`config.mk`:
```
export PLATFORM = sky130hd
export DESIGN_NAME = execute_stage_md
export DESIGN_NICKNAME = d
export VERILOG_FILES = /design/src/rtl/execute_stage_md.sv
export SDC_FILE = /design/constraint.sdc
export NUM_CORES = 1
export LEC_CHECK = 0
export CORE_UTILIZATION = 37
export CTS_CLUSTER_DIAMETER = 100
export DETAILED_ROUTE_END_ITERATION = 10
export GPL_TIMING_DRIVEN = 0
export PLACE_DENSITY = 0.62
export SETUP_SLACK_MARGIN = 0.05
export SLEW_MARGIN = 20
export SYNTH_ARGS = -nofsm -noshare
export SYNTH_HDL_FRONTEND = slang
export SYNTH_SLANG_ARGS = --single-unit
```
`constraint.sdc`:
```
create_clock -name clock -period 10.8 [get_ports clock]
set_clock_uncertainty 0.15 [all_clocks]
set_input_delay 1.08 -clock clock [delete_from_list [all_inputs] [get_ports clock]]
set_output_delay 1.08 -clock clock [all_outputs]
set_load 0.005 [all_outputs]
```
`src/rtl/execute_stage_md.sv`:
```
// Execute stage: ALU, addi and address calc from the stage register (1 edge after capture), plus an
// iterative signed mul/div that holds stall for DATA_WIDTH cycles and presents its result on a DONE cycle.
module execute_stage_md #(
  parameter int         DATA_WIDTH = 32,
  parameter int         IMM_WIDTH  = 17,
  parameter logic [4:0] STATUS_REG = 5'd30,
  parameter bit         MD_ENABLE  = 1'b1
) (
  input  logic                  clock,
  input  logic                  reset,
  input  logic                  flush,
  input  logic                  in_valid,
  input  logic [31:0]           insn_in,
  input  logic [DATA_WIDTH-1:0] rs_val,
  input  logic [DATA_WIDTH-1:0] rt_val,
  output logic                  stall,
  output logic                  out_valid,
  output logic [31:0]           insn_out,
  output logic [DATA_WIDTH-1:0] data_out,
  output logic [DATA_WIDTH-1:0] rt_out,
  output logic                  not_equal,
  output logic                  less_than
);
  localparam int W  = DATA_WIDTH;
  localparam int CW = $clog2(DATA_WIDTH);

  localparam logic [4:0] OP_RTYPE = 5'b00000;
  localparam logic [4:0] OP_ADDI  = 5'b00101;
  localparam logic [4:0] FN_ADD = 5'd0, FN_SUB = 5'd1, FN_AND = 5'd2, FN_OR  = 5'd3;
  localparam logic [4:0] FN_SLL = 5'd4, FN_SRA = 5'd5, FN_MUL = 5'd6, FN_DIV = 5'd7;

  typedef enum logic [1:0] {IDLE = 2'd0, BUSY = 2'd1, DONE = 2'd2} md_state_e;

  md_state_e      state_q, state_d;
  logic [31:0]    insn_q, insn_d;
  logic [W-1:0]   rs_q, rs_d, rt_q, rt_d;
  logic           valid_q, valid_d;
  logic [CW-1:0]  cnt_q, cnt_d;
  logic [2*W-1:0] prod_q, prod_d;

  logic [4:0]                  opcode, aluop, rd, shamt;
  logic                        is_rtype, is_addi, md_in, md_neg, exc, exc_hit;
  logic [31:0]                 sh_amt;
  logic signed [IMM_WIDTH-1:0] imm;
  logic [W-1:0]                imm_ext, mag_rt, mag_in, rem_sh, quo, res;
  logic [W-1:0]                add_sum, sub_dif, addi_sum;
  logic                        add_ovf, sub_ovf, addi_ovf;
  logic [W:0]                  mul_sum, div_diff;
  logic [2*W-1:0]              mul_step, div_step, prod_sgn;
  logic [2:0]                  code;

  assign opcode   = insn_q[31:27];
  assign rd       = insn_q[26:22];
  assign shamt    = insn_q[11:7];
  assign aluop    = insn_q[6:2];
  assign is_rtype = (opcode == OP_RTYPE);
  assign is_addi  = (opcode == OP_ADDI);
  assign imm      = insn_q[IMM_WIDTH-1:0];
  assign imm_ext  = W'(imm);
  assign sh_amt   = 32'(shamt) % W;

  assign add_sum  = rs_q + rt_q;
  assign sub_dif  = rs_q - rt_q;
  assign addi_sum = rs_q + imm_ext;
  assign add_ovf  = (rs_q[W-1] == rt_q[W-1])    && (add_sum[W-1]  != rs_q[W-1]);
  assign sub_ovf  = (rs_q[W-1] != rt_q[W-1])    && (sub_dif[W-1]  != rs_q[W-1]);
  assign addi_ovf = (rs_q[W-1] == imm_ext[W-1]) && (addi_sum[W-1] != rs_q[W-1]);

  // Iteration runs on magnitudes; the sign is reapplied once the DONE cycle is reached.
  assign mag_rt   = rt_q[W-1]   ? -rt_q   : rt_q;
  assign mag_in   = rs_val[W-1] ? -rs_val : rs_val;
  assign md_neg   = rs_q[W-1] ^ rt_q[W-1];
  assign md_in    = MD_ENABLE && in_valid && (insn_in[31:27] == OP_RTYPE) &&
                    ((insn_in[6:2] == FN_MUL) || (insn_in[6:2] == FN_DIV));

  assign mul_sum  = {1'b0, prod_q[2*W-1:W]} + (prod_q[0] ? {1'b0, mag_rt} : '0);
  assign mul_step = {mul_sum, prod_q[W-1:1]};
  assign rem_sh   = prod_q[2*W-2:W-1];
  assign div_diff = {1'b0, rem_sh} - {1'b0, mag_rt};
  assign div_step = div_diff[W] ? {rem_sh, prod_q[W-2:0], 1'b0}
                                : {div_diff[W-1:0], prod_q[W-2:0], 1'b1};
  assign prod_sgn = md_neg ? -prod_q : prod_q;
  assign quo      = md_neg ? -prod_q[W-1:0] : prod_q[W-1:0];

  always_comb begin
    res  = '0;
    exc  = 1'b0;
    code = 3'd0;
    if (is_rtype) begin
      case (aluop)
        FN_ADD: begin res = add_sum; exc = add_ovf; code = 3'd1; end
        FN_SUB: begin res = sub_dif; exc = sub_ovf; code = 3'd3; end
        FN_AND: res = rs_q & rt_q;
        FN_OR:  res = rs_q | rt_q;
        FN_SLL: res = rs_q << sh_amt;
        FN_SRA: res = $signed(rs_q) >>> sh_amt;
        FN_MUL: if (MD_ENABLE) begin
          res  = prod_sgn[W-1:0];
          exc  = (prod_sgn[2*W-1:W] != {W{prod_sgn[W-1]}});
          code = 3'd4;
        end
        FN_DIV: if (MD_ENABLE) begin
          res  = (rt_q == '0) ? '0 : quo;
          exc  = (rt_q == '0);
          code = 3'd5;
        end
        default: res = '0;
      endcase
    end else begin
      res = addi_sum;
      if (is_addi) begin
        exc  = addi_ovf;
        code = 3'd2;
      end
    end
  end

  assign exc_hit   = exc && valid_q && (state_q != BUSY);
  assign stall     = (state_q == BUSY);
  assign out_valid = valid_q && (state_q != BUSY) && !((state_q == DONE) && flush);
  assign insn_out  = exc_hit ? {insn_q[31:27], STATUS_REG, insn_q[21:0]} : insn_q;
  assign data_out  = exc_hit ? W'(code) : (((is_rtype || is_addi) && (rd == 5'd0)) ? '0 : res);
  assign rt_out    = rt_q;
  assign not_equal = (rs_q != rt_q);
  assign less_than = ($signed(rs_q) < $signed(rt_q));

  always_comb begin
    state_d = state_q;
    insn_d  = insn_q;
    rs_d    = rs_q;
    rt_d    = rt_q;
    valid_d = valid_q;
    cnt_d   = cnt_q;
    prod_d  = prod_q;
    if (flush) begin
      state_d = IDLE;
      insn_d  = '0;
      rs_d    = '0;
      rt_d    = '0;
      valid_d = 1'b0;
      cnt_d   = '0;
      prod_d  = '0;
    end else begin
      if (!stall) begin
        valid_d = in_valid;
        insn_d  = in_valid ? insn_in : '0;
        rs_d    = in_valid ? rs_val  : '0;
        rt_d    = in_valid ? rt_val  : '0;
      end
      case (state_q)
        IDLE, DONE: begin
          state_d = IDLE;
          if (md_in) begin
            state_d = BUSY;
            cnt_d   = CW'(W - 1);
            prod_d  = {{W{1'b0}}, mag_in};
          end
        end
        BUSY: begin
          prod_d = (aluop == FN_DIV) ? div_step : mul_step;
          if (cnt_q == '0) state_d = DONE;
          else             cnt_d   = cnt_q - CW'(1);
        end
        default: state_d = IDLE;
      endcase
    end
  end

  always_ff @(posedge clock or posedge reset) begin
    if (reset) begin
      state_q <= IDLE;
      insn_q  <= '0;
      rs_q    <= '0;
      rt_q    <= '0;
      valid_q <= 1'b0;
      cnt_q   <= '0;
      prod_q  <= '0;
    end else begin
      state_q <= state_d;
      insn_q  <= insn_d;
      rs_q    <= rs_d;
      rt_q    <= rt_d;
      valid_q <= valid_d;
      cnt_q   <= cnt_d;
      prod_q  <= prod_d;
    end
  end
endmodule

```
==> impl_metrics.csv, run 1 <==
group,metric,value,unit
clocking,cts_made_buffers,17,
die,fp.dieH,254,um
power_and_ir_drop,ir_drop,0.122,mV
critical_path,reg2reg_to,"prod_q[59]$_DFFE_PP0P_",
sta,tightest_slew,1.17,ns
global_route,grt_max_degree,92,
drt,dr.pass1.iters,6,
drt,drt_iter0_drc,3628,
sta,finalSetupViolCount,0,
outcome,outcome,"finished clean",
critical_path,crit_fanout,10,
critical_path,crit_top_cell,"clkbuf_1",
global_route,grt_pass1_wl,180,mm
synth,yosysTopAreaCellShare,17.9,%
sta,fmax,118,MHz
synth,synth_common_cells,"nor2_1 (347), nand2_1 (315), o21ai_0 (314)",
clocking,cts_max_level,4,
critical_path,reg2regPathDepth,17,
die,initial_utilization,37.3,%
critical_path,cp-start-kind,"register",
critical_path,slowest_stage,"dfrtp_1",
cells_and_area,nets,3708,
die,dieArea,64600,sq um
critical_path,crit_required,9.57,ns
critical_path,crit_chain,"clkinv_1, ha_1, clkbuf_1, clkbuf_1, clkbuf_1, o21ai_0, xnor2_1, a221oi_1, nand3_1, o31a_1, o31ai_4, nand3_2, buf_6, o22ai_1, clkdlybuf4s50_1",
synth,synth-edff-count,0,
sta,finalSetupTns,0,ns
clocking,cts_resized,0,
die,core_area,63000,sq um
synth,synth.distinct_cells,87,
min_path,whs_endpoint,"insn_q[19]$_DFFE_PP0P_",
min_path,min_path_type,"register to register",
clocking,post-cts-setup-buffers,0,
sta,min_period,8.49,ns
critical_path,cp-end-kind,"output port",
global_route,grt_pass1_vias,25100,
synth,netlist_top_cells_area,"dfrtp_1 (18%), ha_1 (11%), o21ai_0 (6.7%)",
placed_design,port_buffers,198,
cells_and_area,syn2layout_area_growth,16.0,%
synth,synth-main-ff-cell,"dfrtp_1",
die,ios,200,
sta,finalHoldViolCount,0,
job,cap_violations,0,
critical_path,critPathBufInv,6,
power_and_ir_drop,powerDensity,80.3,nW/um^2
clocking,clock_path_buffers,2,
synth,seq_area_frac_synth,17.9,%
clocking,hold_buffers,0,
critical_path,rr_startpoint,"rt_out[31]$_DFFE_PP0P_",
synth,synth.largest_area_cell,"dfrtp_1",
critical_path,critical_path.top_delay_family,"buffers and inverters",
global_route,antenna_found_initial,7,
synth,yosysMostFrequentCell,"nor2_1",
sta,drv_slew,0,
critical_path,r2r_setup_slack,3.72,ns
global_route,grt_overflow,0,
placed_design,gp_congestion,1.12,
critical_path,worstPathArrival,7.26,ns
drt,ant_nets,0,
synth,ys_ff_latch,168,
sta,rsz0062_at_grt,"false",
critical_path,max_stage_delay,0.74,ns
min_path,hold_depth,1,
critical_path,critPathKind,"register to output port",
cells_and_area,drive_gt1_share,4.30,%
synth,syn_nets,3486,
synth,yosysWarningCount,0,
placed_design,dpl.hpwl,102,mm
synth,syn_avg_cell_area,7.39,sq um
sta,post-route-period-util,78.6,%
drt,via_per_inst,6.42,
clocking,cts.clk_slew.worst_paths,0.08,ns
drt,routed_wl,127,mm
global_route,grt_use_total,38.8,%
drt,vias,27400,
die,num_rows,92,
clocking,clockRootBuffer,"clkbuf_16",
clocking,cts_tree,"yes",
sta,max-slew-margin-rel,21.6,%
clocking,cts_sinks,168,
min_path,worstHoldStart,"insn_q[19]$_DFFE_PP0P_",
drt,drt-wirelength-per-cell,29.8,um
synth,syn_area,23500,sq um
synth,synthArstFlopShare,100,%
drt,drc,0,
die,die_x,254,um
power_and_ir_drop,p_leak,11.4,nW
power_and_ir_drop,total_power,2.19,mW
clocking,clk_latency,0.52,ns
synth,syn_inst,3181,
sequential cells by signal (all words and copies together) (netlist names):
name,flops
cnt_q,5
rt_out,32
prod_q,64
valid_q,1
insn_q,32
rs_q,32
state_q,2
cells in the final DEF (no fill, tap or decap), types with 35 or more instances in the layout:
master / instances
nor2_1: 347
nand2_1: 315
o21ai_0: 313
a21oi_1: 218
ha_1: 200
clkdlybuf4s50_1: 198
clkbuf_1: 178
dfrtp_1: 168
xnor2_1: 135
inv_1: 131
xor2_1: 93
mux2i_1: 84
a211oi_1: 66
a21o_1: 60
nor3_1: 56
nand2b_1: 43
o31ai_1: 42
nand3_1: 40
or3_1: 38
a311oi_1: 35
worst max path at each step:
stage                               from              endpoint  slack [ns]  cells past startpoint
floorplan                          reset  cnt_q[0]$_DFFE_PP0P_        5.02                      1
global placement                   reset  cnt_q[1]$_DFFE_PP0P_        1.67                      2
detailed placement  rs_q[31]$_DFFE_PP0P_           data_out[1]        3.24                     15
CTS                 rs_q[31]$_DFFE_PP0P_           data_out[1]        2.65                     15
global route        rs_q[31]$_DFFE_PP0P_          data_out[20]        2.35                     15
finish              rs_q[31]$_DFFE_PP0P_           data_out[1]        2.31                     15
per-layer routing:
metal	share of wire (%)	GRT usage, %	wire, um	vias up
li1	-	-	-	12100
met1	41	51.1	52100	13300
met2	43	58.4	54900	1660
met3	9.3	8.01	11900	353
met4	6.5	22.5	8240	0
met5	0	0	0	-
cell type report:
| type | instances | area, sq um |
|---|---|---|
| inverter | 138 | 526 |
| fill | 6602 | 35700 |
| multi-input combinational | 2642 | 17800 |
| clock inverter | 15 | 194 |
| timing repair buffer | 203 | 2030 |
| tap | 846 | 1060 |
| sequential | 168 | 4200 |
| antenna | 4 | 10.0 |
| buffer | 233 | 998 |
| clock buffer | 17 | 425 |
power by group:
part | switching (mW) | internal [mW] | leakage (nW)
combinational | 0.522 | 0.288 | 8.85
clock | 0.359 | 0.334 | 0.298
sequential | 0.0440 | 0.643 | 2.29
kinds of logic (layout without fill, tap and decap cells):
family                     Yosys count  in the layout  synth area share [%]
other                                0              4                     0
adders and majority gates          205            205                  11.1
buffers and inverters              371            606                  6.45
DFF                                168            168                  17.9
AOI/OAI and AO/OA                 1101           1101                  31.0
xor gates and xnor gates           228            228                  8.49
muxes                              110            110                  5.54
and+or+nand+nor                    998            998                  19.5
through the flow:
stage / cells / setup WS, ns / util, % / hold WS [ns] / area [sq um]
floorplan: 3181 / 5.02 / - / 0.324 / 23500
global placement: 4225 / 1.67 / 42.2 / 0.342 / 26600
detailed placement: 4230 / 3.24 / 42.3 / 0.344 / 26600
CTS: 4262 / 2.65 / 43.3 / 0.364 / 27300
global route: 4263 / 2.35 / 43.3 / 0.380 / 27300
finish: 4266 / 2.31 / 43.3 / 0.362 / 27300
worst register-to-register path: cells and delay by family, from the launching register on:
family                     cells  cell delay [ns]
xor gates and xnor gates       1             0.25
muxes                          1             0.57
adders and majority gates      1             0.47
AOI/OAI and AO/OA             10             3.50
DFF                            1             0.61
buffers and inverters          2             1.09
and+or+nand+nor                2             0.29
Power figures use the tool's default switching activity.
==> inputs of run 2 (changes only) <==
- clock period: 10.8 -> 8 ns (I/O delays scaled with it)
==> run 2 against run 1 <==
  * Wire length about the same
  * Clock-buffer cell count is the same
  * Global-route usage did not move
  * Sequential share of layout area about the same
  * Register-to-register slack worse by 2.8 ns
  * Final cell count is essentially flat
  * Sequential power is 35% higher
  * Via count barely moved
  * First-iteration DRC count fell by 2.9%
  * Critical path depth unchanged
  * Design area barely moved
  * Sequential cell count stayed put
==> impl_metrics.csv, run 2 (synthesis gave the netlist of run 1 again) <==
group,metric,value,unit
clocking,cts_tree,"yes",
clocking,clock_path_buffers,2,
drt,drt_iter0_drc,3524,
cells_and_area,nets,3707,
placed_design,port_buffers,198,
critical_path,critical_path.top_delay_family,"buffers and inverters",
sta,max-slew-margin-rel,21.5,%
drt,drc,0,
die,ios,200,
sta,finalWorstSetupSlack,0.282,ns
global_route,grt_max_degree,92,
sta,finalSetupViolCount,0,
global_route,grt_use_met2,58.4,%
clocking,clk_latency,0.52,ns
cells_and_area,regMostFlops,"prod_q",
placed_design,placed_cells,4230,
clocking,cts_max_level,4,
job,cap_violations,0,
cells_and_area,final_common_cell,"nor2_1",
cells_and_area,layout_common_cells,"nor2_1 (347), nand2_1 (315), o21ai_0 (313), a21oi_1 (218), ha_1 (200)",
critical_path,rr_startpoint,"rt_out[31]$_DFFE_PP0P_",
die,fp.dieH,254,um
clocking,cts_sinks,168,
die,dieArea,64600,sq um
min_path,worstHoldStart,"insn_q[19]$_DFFE_PP0P_",
die,core_area,63000,sq um
min_path,whs_endpoint,"insn_q[19]$_DFFE_PP0P_",
placed_design,dp_slack,0.722,ns
critical_path,cp-start-kind,"register",
critical_path,worstPathArrival,6.77,ns
power_and_ir_drop,ir_drop,0.165,mV
sta,tightest_slew,1.18,ns
outcome,outcome,"finished clean",
clocking,clockRootBuffer,"clkbuf_16",
sta,min_period,7.72,ns
critical_path,crit_required,7.05,ns
sta,finalHoldViolCount,0,
clocking,cts.clk_slew.worst_paths,0.08,ns
power_and_ir_drop,p_leak,11.4,nW
placed_design,dpl.hpwl,102,mm
global_route,grt_pass1_wl,180,mm
cells_and_area,fin_cells,4265,
global_route,busiest_layer,"met2",
cells_and_area,largest_reg_flops,64,
global_route,grt_overflow,0,
drt,via_per_inst,6.43,
min_path,min_path_type,"register to register",
sta,drv_slew,0,
critical_path,critPathBufInv,6,
drt,drt-wirelength-per-cell,29.8,um
critical_path,reg2regPathDepth,17,
global_route,grt_pass1_vias,25100,
critical_path,crit_top_cell,"clkbuf_1",
critical_path,crit_chain,"clkinvlp_4, ha_1, clkbuf_1, clkbuf_1, clkbuf_2, o21ai_0, xnor2_1, a221oi_1, nand3_1, o31a_1, o31ai_4, nand3_2, buf_6, o22ai_1, clkdlybuf4s50_1",
global_route,grt_use_total,38.8,%
die,die_x,254,um
critical_path,crit_fanout,10,
global_route,use_met1,51.1,%
sta,post-route-period-util,96.5,%
drt,routed_wl,127,mm
critical_path,slowest_stage,"dfrtp_1",
power_and_ir_drop,powerDensity,108,nW/um^2
critical_path,reg2reg_to,"prod_q[59]$_DFFE_PP0P_",
drt,dr.pass1.iters,6,
placed_design,place_area,26600,sq um
global_route,antenna_found_initial,7,
min_path,hold_depth,1,
critical_path,max_stage_delay,0.76,ns
cells_and_area,syn2layout_area_growth,16.0,%
die,num_rows,92,
sta,rsz0062_at_grt,"false",
sta,fmax,130,MHz
critical_path,startpoint,"rs_q[31]$_DFFE_PP0P_",
cells_and_area,final_area,27300,sq um
placed_design,gp_congestion,1.12,
critical_path,critPathKind,"register to output port",
drt,vias,27400,
drt,ant_nets,0,
clocking,post-cts-setup-buffers,0,
clocking,cts_made_buffers,17,
critical_path,cp-end-kind,"output port",
die,initial_utilization,37.3,%
cells_and_area,drive_gt1_share,4.36,%
critical_path,r2r_setup_slack,0.91,ns
cells_and_area,fin_util,43.3,%
global_route,gr-usage-met3,8.01,%
-- run 2: cell count changes in the layout (fill, tap and decap cells not counted) --
| cell | delta |
|---|---|
| clkbuf_2 | +1 |
| clkinv_1 | -1 |
| clkbuf_1 | -2 |
| clkinvlp_4 | +1 |
-- run 2: metrics by stage --
stage / power [mW] / setup TNS [ns] / hold WS, ns
finish: 2.95 / 0 / 0.362
CTS: 2.92 / 0 / 0.364
detailed placement: 1.99 / 0 / 0.344
floorplan: 1.50 / 0 / 0.324
global placement: 1.99 / -133.94 / 0.342
global route: 3.04 / 0 / 0.380
-- run 2: worst max-delay path by stage --
| stage | endpoint | depth (start not counted) | slack, ns |
|---|---|---|---|
| floorplan | cnt_q[0]$_DFFE_PP0P_ | 1 | 2.50 |
| global placement | cnt_q[1]$_DFFE_PP0P_ | 2 | -0.85 |
| detailed placement | data_out[1] | 15 | 0.72 |
| CTS | data_out[1] | 15 | 0.13 |
| global route | data_out[20] | 15 | 0.25 |
| finish | data_out[1] | 15 | 0.28 |
-- run 2: layout make-up --
class	instances	area, sq um
fill	6602	35700
multi-input combinational	2642	17800
sequential	168	4200
timing repair buffer	203	2030
tap	846	1060
buffer	232	996
inverter	138	529
clock buffer	17	425
clock inverter	15	194
antenna	4	10.0
-- run 2: worst reg2reg max path: stages, from the launching register on --
cell and delay [ns]:
dfrtp_1 0.60, clkbuf_1 0.55, clkbuf_1 0.59, mux2i_1 0.57, nor2_1 0.16, fa_1 0.47
a21o_1 0.18, a21o_1 0.20, a2111oi_0 0.61, o311ai_0 0.32, o41ai_1 0.63, o211ai_1 0.39
o221a_2 0.40, a211oi_1 0.24, nor2_1 0.13, a221oi_1 0.38, xor2_1 0.26, o221ai_1 0.14
-- run 2: power breakdown --
part	switching [mW]	internal (mW)
logic	0.705	0.389
clock network	0.482	0.451
registers	0.0595	0.868
-- run 2: metal layers --
| metal | wire [um] | vias up |
|---|---|---|
| li1 | - | 12100 |
| met1 | 52100 | 13300 |
| met2 | 54800 | 1691 |
| met3 | 11800 | 358 |
| met4 | 8340 | 2 |
| met5 | 27 | - |
-- run 2: repair_timing --
action                                  CTS  global route
endpoints found under the setup margin    0            29
gates resized for setup                   0             3
hold buffers                              0             0
